### config.mk
export PLATFORM = sky130hd
export DESIGN_NAME = byteswap_mode_core
export DESIGN_NICKNAME = d
export VERILOG_FILES = /design/src/rtl/byteswap_mode_core.sv
export SDC_FILE = /design/constraint.sdc
export NUM_CORES = 2
export LEC_CHECK = 0
export ABC_AREA = 0
export ABC_CLOCK_PERIOD_IN_PS = 3200
export BUFFER_PORTS_ARGS = -buffer_cell sky130_fd_sc_hd__buf_2
export CORE_AREA = 2 2 410 412
export DETAILED_ROUTE_END_ITERATION = 8
export DIE_AREA = 0 0 412 414
export PLACE_DENSITY = 0.39
export SYNTH_ARGS = -nofsm -noshare
export SYNTH_HDL_FRONTEND = slang
export SYNTH_SLANG_ARGS = --single-unit
### constraint.sdc
create_clock -name ap_clk -period 3.2 [get_ports ap_clk]
set_input_delay 0.64 -clock ap_clk [delete_from_list [all_inputs] [get_ports ap_clk]]
set_output_delay 0.64 -clock ap_clk [all_outputs]
set_load 0.005 [all_outputs]
### src/rtl/byteswap_mode_core.sv
// rtl/byteswap_mode_core.sv - runtime-selectable byte-reversal stream core with beat counting
// Define BYTESWAP_SKID_EN for a skid-buffered s_tready with no combinational path from m_tready.
module byteswap_mode_core #(
  parameter int C_DATA_WIDTH   = 512,
  parameter int C_LENGTH_WIDTH = 32
) (
  input  logic                      ap_clk,
  input  logic                      areset,
  input  logic                      ctrl_start,
  input  logic [1:0]                ctrl_mode,
  input  logic [C_LENGTH_WIDTH-1:0] ctrl_length,
  output logic                      ctrl_busy,
  output logic                      ctrl_done,
  input  logic                      s_tvalid,
  output logic                      s_tready,
  input  logic [C_DATA_WIDTH-1:0]   s_tdata,
  output logic                      m_tvalid,
  input  logic                      m_tready,
  output logic [C_DATA_WIDTH-1:0]   m_tdata,
  output logic                      m_tlast
);
  localparam int BYTES = C_DATA_WIDTH / 8;
  localparam int LOG2B = $clog2(BYTES);
  localparam int CW    = C_LENGTH_WIDTH + 1;

  typedef enum logic [1:0] {IDLE, RUN, FLUSH, DONE} state_t;

  state_t                  state_q;
  logic [1:0]              mode_q;
  logic [CW-1:0]           beats_q;
  logic [CW-1:0]           in_cnt_q;
  logic                    busy_q;
  logic                    done_q;
  logic                    m_tvalid_q;
  logic                    m_tlast_q;
  logic [C_DATA_WIDTH-1:0] m_tdata_q;

  logic [CW-1:0]           beats_d;
  logic                    rem;
  logic                    last_in;
  logic                    in_fire;
  logic                    out_ready;
  logic                    out_last_fire;
  logic [C_DATA_WIDTH-1:0] swapped;

  // Reversing bytes inside a 2^k-byte lane is the same as XORing the byte index with 2^k-1.
  function automatic logic [C_DATA_WIDTH-1:0] swap_bytes(input logic [C_DATA_WIDTH-1:0] d,
                                                         input logic [1:0] m);
    logic [C_DATA_WIDTH-1:0] o;
    o = '0;
    for (int i = 0; i < BYTES; i++) begin
      case (m)
        2'd1:    o[8*i +: 8] = d[8*(i ^ 1) +: 8];
        2'd2:    o[8*i +: 8] = d[8*(i ^ 3) +: 8];
        2'd3:    o[8*i +: 8] = d[8*(i ^ 7) +: 8];
        default: o[8*i +: 8] = d[8*i +: 8];
      endcase
    end
    return o;
  endfunction

  assign beats_d       = ({1'b0, ctrl_length} + CW'(BYTES - 1)) >> LOG2B;
  assign rem           = (in_cnt_q != beats_q);
  assign last_in       = (in_cnt_q == beats_q - CW'(1));
  assign in_fire       = s_tvalid & s_tready;
  assign out_ready     = ~m_tvalid_q | m_tready;
  assign out_last_fire = m_tvalid_q & m_tready & m_tlast_q;
  assign swapped       = swap_bytes(s_tdata, mode_q);

  assign ctrl_busy = busy_q;
  assign ctrl_done = done_q;
  assign m_tvalid  = m_tvalid_q;
  assign m_tlast   = m_tlast_q;
  assign m_tdata   = m_tdata_q;

`ifdef BYTESWAP_SKID_EN
  logic                    skid_valid_q;
  logic                    skid_last_q;
  logic [C_DATA_WIDTH-1:0] skid_data_q;

  // Only flops feed s_tready; a beat is taken only while the skid entry is empty.
  assign s_tready = (state_q == RUN) & rem & ~skid_valid_q;

  always_ff @(posedge ap_clk) begin
    if (areset) begin
      m_tvalid_q   <= 1'b0;
      m_tlast_q    <= 1'b0;
      m_tdata_q    <= '0;
      skid_valid_q <= 1'b0;
      skid_last_q  <= 1'b0;
      skid_data_q  <= '0;
    end else if (out_ready) begin
      if (skid_valid_q) begin
        m_tvalid_q   <= 1'b1;
        m_tdata_q    <= skid_data_q;
        m_tlast_q    <= skid_last_q;
        skid_valid_q <= 1'b0;
      end else if (in_fire) begin
        m_tvalid_q <= 1'b1;
        m_tdata_q  <= swapped;
        m_tlast_q  <= last_in;
      end else begin
        m_tvalid_q <= 1'b0;
        m_tlast_q  <= 1'b0;
      end
    end else if (in_fire) begin
      skid_valid_q <= 1'b1;
      skid_data_q  <= swapped;
      skid_last_q  <= last_in;
    end
  end
`else
  assign s_tready = (state_q == RUN) & rem & out_ready;

  always_ff @(posedge ap_clk) begin
    if (areset) begin
      m_tvalid_q <= 1'b0;
      m_tlast_q  <= 1'b0;
      m_tdata_q  <= '0;
    end else if (in_fire) begin
      m_tvalid_q <= 1'b1;
      m_tdata_q  <= swapped;
      m_tlast_q  <= last_in;
    end else if (out_ready) begin
      m_tvalid_q <= 1'b0;
      m_tlast_q  <= 1'b0;
    end
  end
`endif

  always_ff @(posedge ap_clk) begin
    if (areset) begin
      state_q  <= IDLE;
      mode_q   <= 2'd0;
      beats_q  <= '0;
      in_cnt_q <= '0;
      busy_q   <= 1'b0;
      done_q   <= 1'b0;
    end else begin
      done_q <= 1'b0;
      if (in_fire) begin
        in_cnt_q <= in_cnt_q + CW'(1);
      end
      case (state_q)
        IDLE: begin
          if (ctrl_start) begin
            mode_q   <= ctrl_mode;
            beats_q  <= beats_d;
            in_cnt_q <= '0;
            busy_q   <= 1'b1;
            if (beats_d == '0) begin
              state_q <= DONE;
              done_q  <= 1'b1;
            end else begin
              state_q <= RUN;
            end
          end
        end
        RUN: begin
          if (out_last_fire) begin
            state_q <= DONE;
            done_q  <= 1'b1;
          end else if (in_fire & last_in) begin
            state_q <= FLUSH;
          end
        end
        FLUSH: begin
          if (out_last_fire) begin
            state_q <= DONE;
            done_q  <= 1'b1;
          end
        end
        DONE: begin
          state_q <= IDLE;
          busy_q  <= 1'b0;
        end
        default: state_q <= IDLE;
      endcase
    end
  end
endmodule

==> impl_metrics.ini <==
[final_layout]
layout-drive-gt1-share_pct = 42.2
mostFrequentLayoutCells = 1106 x nor2_1, 1066 x buf_2, 569 x dfxtp_1, 527 x nor3_1, 512 x mux4_2
areaGrowthSynthToFinish_pct = 32.9
finalNetCount = 4947
final_common_cell = nor2_1

[logic_synthesis]
yosys.area.top_type = dfxtp_1
async_flop_share_pct = 0
yosysWarnings = 0
synth_area_mm2 = 0.0340
ys_types = 67
syn_inst = 3422
ys_seq_area_share_pct = 34.2
synth_edf_count = 0
ys.flop_type = dfxtp_1
syn_nets = 3979
ys_ff_latch = 580
synth_top_area_share_pct = 34.2
synthTopCellsByArea = dfxtp_1 34%, mux4_2 34%, nor2_1 12%, nor3_1 7.8%, clkbuf_1 2.4%
synth.avg_cell_area_um2 = 9.93

[detailed_routing]
drt_iter0_drc = 2372
vias_per_cell = 4.85
postRouteAntennaNets = 0
vias = 32500
dr.pass1.iters = 6
post_drt_wl_per_cell_um = 26.1
wl_um = 175000
drc = 0

[global_routing]
antenna_found_initial = 75
grt_overflow = 0
grt_start_max_net_pins = 124
grt_first_pass_wirelength_um = 245000
grt_usage_pct = 19.8
grt_pass1_vias = 31700

[clocking]
clkSlewWorstSetupHoldPaths_ns = 0.06
clk_path_buf_depth = 3
h-tree-depth = 3
clock_sinks = 580
clkLatencyLatePin_ns = 0.66
cts_tree = yes
cts-root-buf = clkbuf_16
cts_buffers = 77

[setup_path]
path_max_fanout = 2
reg2reg_to = m_tdata[324]
crit_type = flip-flop to output pin
endpoint_kind = output pin
setup.worst_path.start = beats_q[21]
worstPathCellList = xor2_1 > or4_1 > or4_4 > o211a_1 > buf_2
worstRegToRegCells = 9
crit_path_start_kind = flip-flop
required_ns = 2.56
cp-endpoint = s_tready
slowest_delay_ns = 0.56
crit_family = simple AND/OR/NAND/NOR gates
cp.depth = 5
cp.arrival_ns = 2.64
ff2ff_setup_slack_ns = 0.15
reg2reg_from = beats_q[21]
path_buf_inv = 1
cp_slowest_cell = or4_4

[power]
p_leak_uw = 0.0173
power.density_mw_per_mm2 = 704
peakVddDrop_v = 0.000362

[timing]
setup_viol = 1
worst_slew_pin_slew_ns = 0.755
relSlewSlack_pct = 49.6
worst_slack_ns = -0.0812
min_period_over_period_pct = 103
holdWs_ns = 0.219
rsz0062_at_grt = yes
clock.fmax_mhz = 305
layout_min_cycle_time_ns = 3.28
fin_setup_tns_ns = -0.0812
fin_skew_ns = 0.0335
finalHoldViolations = 0
report.final.slew_viol_count = 0

[flow_run]
drv_cap = 0

[die]
num_rows = 150
coreArea_mm2 = 0.166
dieArea_mm2 = 0.171
boundaryPins = 1068
start_util_pct = 20.4
fp.dieW_um = 412
die_h_um = 414

[run_status]
status = finished, violations left
failed_checks = setup timing

[hold_path]
hold_path.class = input pin to flip-flop

[placement]
hpwl_um = 139000
io_buffers = 1067
gp_congestion = 0.926
-- per-layer routing --
metal  global-route usage [%]  share of wire (%)  vias up
met5                        0              0.033        -
met4                     6.60                3.6       10
met3                     6.63                8.9      309
met2                     32.3                 48     1303
met1                     24.4                 40    16400
li1                         -                  -    14500
-- metrics by stage --
step	setup WS, ns	area (µm²)	std cells	power [µW]	util, %
4_1_cts	-0.164	45100	6653	32400	27.1
2_1_floorplan	0.505	34000	3422	17000	-
6_report	-0.0812	45200	6686	31800	27.2
5_1_grt	-0.174	45200	6679	33800	27.2
3_3_place_gp	-0.120	42300	6513	22600	25.5
3_5_place_dp	-0.127	42300	6513	22600	25.5
-- worst min path at each step --
stage	cells past startpoint	to	startpoint
floorplan	2	ctrl_busy	ctrl_busy
global placement	2	ctrl_busy	ctrl_busy
detailed placement	2	ctrl_busy	ctrl_busy
CTS	3	mode_q[1]	ctrl_mode[1]
global route	3	mode_q[1]	ctrl_mode[1]
finish	3	mode_q[1]	ctrl_mode[1]
-- where the power goes --
part | leakage [µW] | internal (µW) | switching, µW
combinational | 0.0112 | 5620 | 6780
sequential | 0.00474 | 8800 | 1070
clock | 0.00134 | 5780 | 3750
-- cell type report --
cell class	instances	area (µm²)
inverter	11	41.3
tap	2204	2760
clock buffer	109	2280
antenna	32	80.1
fill	18100	121000
timing repair buffer	1203	6880
multi-input combinational	2517	21100
sequential	580	11600
clock inverter	30	450
-- kinds of logic (layout without fill, tap and decap cells) --
group                    after synthesis  after routing  synth area share [%]
AO/OA/AOI/OAI                         88             88                  1.84
XOR/XNOR                              95             95                  2.45
adder cells (fa/ha/maj)                6              6                 0.221
buffers and inverters                325           1353                  4.01
flip-flops                           580            580                  34.2
multiplexers                         514            514                  34.0
other                                  0             32                     0
AND/OR/NAND/NOR                     1814           1814                  23.3
-- worst min-delay path, delay by kind of cell --
kind / cells / cell delay [ns]
AOI/OAI and AO/OA: 1 / 0.05
buffers and inverters: 1 / 0.09
and+or+nand+nor: 1 / 0.05
-- synth_stat cells (all sizes together), types with 3 or more instances --
| cell | count |
|---|---|
| or2 | 6 |
| or4 | 10 |
| o21ai | 12 |
| and3 | 14 |
| xnor2 | 35 |
| clkbuf | 218 |
| or3 | 8 |
| xor2 | 60 |
| a31oi | 8 |
| inv | 11 |
| nor3b | 4 |
| dfxtp | 580 |
| nor4 | 18 |
| mux4 | 512 |
| buf | 96 |
| nor2 | 1106 |
| nand4 | 22 |
| o21a | 4 |
| and2 | 5 |
| and4 | 8 |
| nor3 | 530 |
| a211oi | 27 |
| ha | 6 |
| a21oi | 15 |
| nand3b | 4 |
| nand3 | 30 |
| a311oi | 3 |
| nand2 | 43 |
-- state kept, by name, indices dropped and copies added, names as in the netlist --
name	flops
state_q	2
ctrl_done	1
m_tdata	512
in_cnt_q	33
mode_q	2
m_tvalid	1
ctrl_busy	1
beats_q	27
m_tlast	1
-- timing repair --
item / CTS / global route
pin swaps: 1 / 3
hold endpoints to repair: 0 / 0
buffers inserted: 1 / 1
hold buffers: 0 / 0
setup endpoints to repair: 1 / 23
resized for setup: 6 / 7
(Power assumes the default switching activity.)
